### config.mk
export PLATFORM = sky130hd
export DESIGN_NAME = count_sampler
export DESIGN_NICKNAME = d
export VERILOG_FILES = /design/src/rtl/count_sampler_pkg.sv /design/src/rtl/sync_stabilizer.sv /design/src/rtl/count_sampler.sv
export SDC_FILE = /design/constraint.sdc
export NUM_CORES = 1
export LEC_CHECK = 0
export ABC_AREA = 1
export BUFFER_PORTS_ARGS = -buffer_cell sky130_fd_sc_hd__clkbuf_2
export CAP_MARGIN = 20
export CORE_MARGIN = 5
export CORE_UTILIZATION = 25
export DETAILED_ROUTE_END_ITERATION = 7
export GPL_ROUTABILITY_DRIVEN = 1
export GPL_TIMING_DRIVEN = 0
export PLACE_DENSITY = 0.47
export SLEW_MARGIN = 20
export SYNTH_ARGS = -nofsm -noshare
export SYNTH_HDL_FRONTEND = slang
export SYNTH_SLANG_ARGS = --single-unit
export TNS_END_PERCENT = 100
### constraint.sdc
create_clock -name clock -period 1.6 [get_ports clock]
set_input_delay 0.16 -clock clock [delete_from_list [all_inputs] [get_ports clock]]
set_output_delay 0.16 -clock clock [all_outputs]
set_load 0.005 [all_outputs]
### src/rtl/count_sampler_pkg.sv
// Shared types and default sizing for the ripple-counter capture stage.
package count_sampler_pkg;

   // Default sizing of the capture path
   localparam int unsigned DEFAULT_WIDTH         = 4;
   localparam int unsigned DEFAULT_STABLE_CYCLES = 2;

   // States of the threshold-match interrupt machine
   typedef enum logic [1:0] {
      IDLE  = 2'd0,
      ARMED = 2'd1,
      FIRED = 2'd2
   } matchState_e;

endpackage : count_sampler_pkg

### src/rtl/sync_stabilizer.sv
// Two-flop synchroniser followed by a stability filter. A value is offered
// upstream (accept_o strobe) only after it has been seen unchanged at the
// synchroniser output for STABLE_CYCLES consecutive clocks, and only when it
// differs from the value last accepted (or nothing has been accepted yet).
module sync_stabilizer
   import count_sampler_pkg::*;
#(
   parameter int unsigned WIDTH         = DEFAULT_WIDTH,
   parameter int unsigned STABLE_CYCLES = DEFAULT_STABLE_CYCLES
) (
   input  logic             clock,
   input  logic             reset,
   input  logic [WIDTH-1:0] rawCount_i,
   input  logic [WIDTH-1:0] lastValue_i,
   input  logic             lastValid_i,
   output logic [WIDTH-1:0] value_o,
   output logic             accept_o
);

   localparam int unsigned STAB_W = $clog2(STABLE_CYCLES + 1);
   localparam logic [STAB_W-1:0] STAB_MAX = STAB_W'(STABLE_CYCLES);
   localparam logic [STAB_W-1:0] STAB_ONE = STAB_W'(1);

   logic [WIDTH-1:0]  sync1_q, sync2_q;
   logic [WIDTH-1:0]  cand_q, cand_d;
   logic [STAB_W-1:0] stab_q, stab_d;

   // Restart the stability count whenever the synchronised value moves,
   // otherwise count up and saturate at the required run length
   always_comb begin
      cand_d = cand_q;
      stab_d = stab_q;
      if (sync2_q != cand_q) begin
         cand_d = sync2_q;
         stab_d = STAB_ONE;
      end else if (stab_q < STAB_MAX) begin
         stab_d = stab_q + STAB_ONE;
      end
   end

   // Accept decision looks at the next-state values so the consumer can
   // register the new count on the same edge the filter becomes satisfied
   always_comb begin
      value_o  = cand_d;
      accept_o = (stab_d == STAB_MAX) && ((cand_d != lastValue_i) || !lastValid_i);
   end

   // Synchroniser chain and filter registers; the chain has no logic between
   // stages so metastability gets a full clock to resolve
   always_ff @(posedge clock) begin
      if (reset) begin
         sync1_q <= '0;
         sync2_q <= '0;
         cand_q  <= '0;
         stab_q  <= '0;
      end else begin
         sync1_q <= rawCount_i;
         sync2_q <= sync1_q;
         cand_q  <= cand_d;
         stab_q  <= stab_d;
      end
   end

endmodule : sync_stabilizer

### src/rtl/count_sampler.sv
// Capture stage for an asynchronous ripple counter: publishes the clean
// count, pulses on wrap-around and raises a threshold-match interrupt that is
// held until acknowledged, with a sticky overrun flag for missed matches.
module count_sampler
   import count_sampler_pkg::*;
#(
   parameter int unsigned WIDTH         = DEFAULT_WIDTH,
   parameter int unsigned STABLE_CYCLES = DEFAULT_STABLE_CYCLES
) (
   input  logic             clock,
   input  logic             reset,
   input  logic [WIDTH-1:0] count_in,
   input  logic             enable,
   input  logic [WIDTH-1:0] threshold,
   input  logic             irq_ack,
   output logic [WIDTH-1:0] count_out,
   output logic             count_valid,
   output logic             wrap_pulse,
   output logic             match_irq,
   output logic             irq_overrun
);

   logic [WIDTH-1:0] countOut_q;
   logic             countValid_q;
   logic             wrapPulse_q;
   logic [WIDTH-1:0] acceptValue;
   logic             acceptStrobe;
   logic             matchHit;

   matchState_e      state_q, state_d;
   logic             overrun_q, overrun_d;

   sync_stabilizer #(
      .WIDTH         (WIDTH),
      .STABLE_CYCLES (STABLE_CYCLES)
   ) uStabilizer (
      .clock       (clock),
      .reset       (reset),
      .rawCount_i  (count_in),
      .lastValue_i (countOut_q),
      .lastValid_i (countValid_q),
      .value_o     (acceptValue),
      .accept_o    (acceptStrobe)
   );

   assign matchHit = acceptStrobe && (acceptValue == threshold);

   // Publish accepted values; a wrap is only meaningful relative to a
   // previously published value, so the first acceptance never pulses
   always_ff @(posedge clock) begin
      if (reset) begin
         countOut_q   <= '0;
         countValid_q <= 1'b0;
         wrapPulse_q  <= 1'b0;
      end else begin
         wrapPulse_q <= acceptStrobe && countValid_q && (acceptValue < countOut_q);
         if (acceptStrobe) begin
            countOut_q   <= acceptValue;
            countValid_q <= 1'b1;
         end
      end
   end

   // Match machine: arm on enable, fire on a matching acceptance, and leave
   // FIRED only through an acknowledge (a coincident new match keeps it FIRED)
   always_comb begin
      state_d   = state_q;
      overrun_d = overrun_q;
      unique case (state_q)
         IDLE: begin
            if (enable) state_d = ARMED;
         end
         ARMED: begin
            if (!enable)       state_d = IDLE;
            else if (matchHit) state_d = FIRED;
         end
         FIRED: begin
            if (irq_ack) begin
               if (!matchHit) begin
                  state_d   = enable ? ARMED : IDLE;
                  overrun_d = 1'b0;
               end
            end else if (matchHit) begin
               overrun_d = 1'b1;
            end
         end
         default: begin
            state_d   = IDLE;
            overrun_d = 1'b0;
         end
      endcase
   end

   // Match machine state register
   always_ff @(posedge clock) begin
      if (reset) begin
         state_q   <= IDLE;
         overrun_q <= 1'b0;
      end else begin
         state_q   <= state_d;
         overrun_q <= overrun_d;
      end
   end

   assign count_out   = countOut_q;
   assign count_valid = countValid_q;
   assign wrap_pulse  = wrapPulse_q;
   assign match_irq   = (state_q == FIRED);
   assign irq_overrun = overrun_q;

endmodule : count_sampler
# After elaboration in Yosys (flattened, before gate mapping)
# Index checks and enable logic that the tools add are counted.
# W data, S select, Z words.
# totals
ff_bits,23
latch_bits,0
ramBits,0
mem_bits_ro,0
input_bits,12
output_inout_bits,8
wordCells,49
mem_count,0
# op_classes
n_addsub,1
multipliers,0
n_div,0
order_cmp,2
eq_ne,12
shift,0
n_mux,14
n_bitwise,1
reduce_logical,10
# op_table
operator,n
$mux W2,7
$ne A4 B4 Y1,2
$ne A2 B2 Y1 const B,3
$ne A3 B3 Y1 const B,2
$pmux W2 S3,1
$eq A2 B2 Y1 const B,2
$eq A4 B4 Y1,1
$logic_and A1 B1 Y1,4
$lt A4 B4 Y1,1
$mux W1,4
$mux W4,1
$reduce_and A4 Y1,1
$ne A3 B2 Y1 const B,1
$reduce_and A3 Y1,1
$add A2 B1 Y2 const B,1
$eq A2 B1 Y1 const B,1
$logic_not A2 Y1,1
$lt A2 B2 Y1 const B,1
$pmux W1 S2,1
$reduce_or A2 Y1,1
$logic_not A1 Y1,1
$logic_or A1 B1 Y1,1
$not A1 Y1,1

# Longest topological paths before layout
# depth
ltp_word,9
depth_mapped,10
depth_no_buf,10

# By module
# Synthesis repeated with hierarchy kept, for this count alone.
# hier_totals
hier_cells,170
area_unflattened_um2,1174.9
# by_module_without_submodules
module,n_inst,cells_each,area_each_um2,seq_area_each_um2
sync_stabilizer,1,83,599.3,280.3
count_sampler,1,87,575.6,180.2

# Worst setup path before layout
# OpenSTA, ideal clock, no wires.
# synth_timing
path_type,register to register
startpoint,register uStabilizer.sync2_q[3]
endpoint,register state_q[0]
setup_time_ps,86
arrival_time_ps,1487
t_required_ps,1514
path_slack_ps,28
stages_incl_launch_ff,9
path_buffers,1
period_less_slack_ps,1572
cell_sequence,dfxtp_1 -> dlygate4sd1_1 -> ha_1 -> nand2_1 -> inv_1 -> nand4_1 -> nand4_1 -> nand2_1 -> a211oi_1
# synth_between
elab_chain_len,8
elab_cells_between_ends,12
classes_between,eq/ne: 6; mux: 2; reduce/logical: 4
# synth_rtl
item,line_no,rtl
"start, declared",sync_stabilizer.sv:24,"logic [WIDTH-1:0] sync1_q, sync2_q;"
"start signal, assigned",sync_stabilizer.sv:58,sync2_q <= sync1_q;
$ne A4 B4 Y1,sync_stabilizer.sv:33,if (sync2_q != cand_q) begin
$mux W4 (*),sync_stabilizer.sv:33,
net acceptValue[3],count_sampler.sv:26,logic [WIDTH-1:0] acceptValue;
$ne A4 B4 Y1,sync_stabilizer.sv:45,accept_o = (stab_d == STAB_MAX) && ((cand_d != lastValue_i) || !lastValid_i);
$logic_or A1 B1 Y1,sync_stabilizer.sv:45,
$logic_and A1 B1 Y1,sync_stabilizer.sv:45,
$logic_and A1 B1 Y1 (*),count_sampler.sv:46,assign matchHit = acceptStrobe && (acceptValue == threshold);
$ne A3 B3 Y1 (no source line) / $ne A2 B2 Y1 (equally long branches),n/a,
$reduce_and A4 Y1 (no source line) (*),n/a,
"end signal, assigned",count_sampler.sv:100,state_q <= state_d;
"end, declared",count_sampler.sv:30,"matchState_e state_q, state_d;"
# Mark *: on every way through the listed nets, which the timed path passes. The rest lies on a longest branch.
# A chain may end at the register's enable or synchronous reset.

# Worst setup path in the final report
# layout_timing
startpoint,register uStabilizer.sync2_q[2]
endpoint,register state_q[1]
# Same word-level chain as after synthesis.

==> reports/metrics.cfg <==
[timing]
slew_headroom_pct = 70.9
hold_violations = 0
fin_crit_sh_pct = 97.9
clock_skew_ns = 0.00758
rsz0062_at_grt = true
finalCriticalPeriod_ns = 1.57
fmax_ghz = 0.638
tightest_slew_ns = 0.437
slew_violations = 0
setup_viol = 0

[power]
p_switching_mw = 0.355
sw_frac_of_total_pct = 28.9
p_per_area_mw_per_mm2 = 944
intPower_mw = 0.873
p_leak_nw = 0.592
combPwrFrac_pct = 18.8
seqPwrFrac_pct = 51.0
clock_power_share_pct = 30.1
peakVddDrop_v = 0.000327

[final_layout]
mostFrequentLayoutCell = inv_1
synthToLayoutAreaGrowth_pct = 25.2
drive_gt1_share_pct = 28.4
diodes = 0
layout_common_cells = inv_1, nand2_1, dfxtp_1
fill_cells = 453
finalNetCount = 180
design_area_mm2 = 0.00130
final-instance-count-excl-fill = 212

[floorplan]
initial_core_util_pct = 25.8
ios = 20
num_rows = 23
die-height_um = 74.5
core_area_mm2 = 0.00403
die_w_um = 74.5
dieArea_mm2 = 0.00555

[setup_path]
cp.required_ns = 1.77
worstSetupEndpointType = flop
arrival_ns = 1.74
crit_type = flop to flop
critPathMaxFanout = 5
start_kind = flop

[detailed_routing]
wl_per_cell_um = 9.92
drt_iter0_drc = 13
drtAntennaViolNets = 0
vias = 857
wl_met2_um = 973
firstDrtPassIters = 3
routed_wl_um = 2100
viasPerCell = 4.04
drc = 0
met3WireLength_um = 113
highest_layer = met4
wl_met1_um = 988

[placed_design]
hpwl_um = 1550
placedCellCount = 206
portBuffers = 18
gp_congestion = 0.727
placed_cell_area_mm2 = 0.00119

[logic_synthesis]
avgSynthCellArea_um2 = 7.53
synth_area_leaders = dfxtp_1, inv_1, nand2_1
synth_enable_flop_cells = 0
postSynth.asyncResetShare_pct = 0
synthDominantCellAreaShare_pct = 44.3
ys.warnings.count = 0
synth_area_mm2 = 0.00104
synth_flop_cell = dfxtp_1
ys_ff_latch = 23
synthDistinctLibCells = 23
synth.net_count = 155
yosys.area.top_type = dfxtp_1
synth_cells = 138
ys_seq_area_share_pct = 44.3

[clock_tree]
ctsLongestPathBuffers = 2
cts_hold_buf = 0
htreeDepth = 1
numCtsBuffers = 3
cts_sinks = 23
cts_tree = done
clk_latency_ns = 0.27
root_buffer = clkbuf_8
clkTransAtPathRegs_ns = 0.09

[global_route]
grt_pass1_vias = 799
grt.total_usage_pct = 8.45
grt_max_degree = 14
grt_overflow_total = 0
grt_antenna_before_repair = 0
grt_pass1_wl_um = 3530

[worst_hold_path]
hold_path_class = primary input to flop

[status]
outcome = finished clean

[run]
cap_violations = 0

-- sequential cells by signal (all words and copies together) (netlist names) --
register	cells
uStabilizer.sync2_q	4
uStabilizer.cand_q	4
state_q	2
irq_overrun	1
wrap_pulse	1
uStabilizer.stab_q	2
count_valid	1
uStabilizer.sync1_q	4
count_out	4
-- path summary, 6_finish.rpt --
check	start	endpoint	slack (ns)	cells past startpoint
hold reg to reg	uStabilizer.sync1_q[2]	uStabilizer.sync2_q[2]	0.40	2
setup reg to reg	uStabilizer.sync2_q[2]	state_q[1]	0.03	10
hold / removal	count_in[0]	uStabilizer.sync1_q[0]	0.07	3
setup / recovery	uStabilizer.sync2_q[2]	state_q[1]	0.03	10
-- through the flow --
step | setup TNS (ns) | utilization, % | setup slack [ns] | hold slack, ns | power [mW]
after CTS | 0 | 31.0 | 0.0173 | 0.0609 | 1.22
after floorplan | 0 | - | 0.0278 | 0.267 | 0.787
after global routing | -0.541 | 32.3 | -0.103 | 0.0655 | 1.32
after detailed placement | -0.787 | 29.6 | -0.190 | 0.356 | 0.848
after global placement | -0.572 | 29.6 | -0.146 | 0.353 | 0.841
final | 0 | 32.3 | 0.0333 | 0.0667 | 1.23
-- cells by family after synthesis --
logic type	synth area share (%)
adders and majority gates	6.02
buffers and inverters	12.8
and+or+nand+nor	25.8
AOI/OAI and AO/OA	7.82
xor gates and xnor gates	3.37
DFF	44.3
-- timing repair --
item                                    in CTS  in global routing
endpoints found under the setup margin       7                  7
gates resized for setup                      4                 11
pin swaps                                    4                  9
setup buffers                                1                  2
-- metal layers --
| layer | GRT usage [%] | vias to the layer above |
|---|---|---|
| li1 | - | 468 |
| met1 | 10.5 | 372 |
| met2 | 13.3 | 13 |
| met3 | 2.57 | 4 |
| met4 | 4.15 | 0 |
| met5 | 0 | - |
-- final cells by class --
class / instances / area [µm²] / share of cell area [%]
plain buffers: 4 / 15.0 / 1.15
clock buffers: 3 / 41.3 / 3.17
clock inverters: 1 / 5.00 / 0.385
inverters: 29 / 109 / 8.37
multi-input cells: 81 / 487 / 37.4
flip-flops and latches: 23 / 469 / 36.1
well taps: 50 / 62.6 / 4.81
repair buffers: 21 / 113 / 8.65
-- Yosys cell counts, types with 3 or more instances --
cell	n
inv_1	25
nand2_1	24
dfxtp_1	23
nor2_1	20
a21oi_1	6
ha_1	5
o21ai_0	5
clkbuf_1	4
inv_2	4
xnor2_1	4
nand3_1	3
-- power groups by stage --
stage	Combinational (mW)	Sequential [mW]	Clock, mW
floorplan	0.148	0.640	0
global placement	0.199	0.642	0
detailed placement	0.206	0.643	0
CTS	0.211	0.628	0.385
global route	0.268	0.631	0.418
finish	0.231	0.626	0.370
-- worst max-delay path, stage by stage (launching register included) --
cell and delay, ns:
dfxtp_4 0.37, clkbuf_1 0.09, ha_1 0.26, nand2_1 0.06
inv_1 0.05, nand4_1 0.16, buf_4 0.20, nand4_4 0.08
nand2_4 0.07, nor2_2 0.09, nor2_1 0.05
Note: power is estimated with default switching activity, not from simulation.
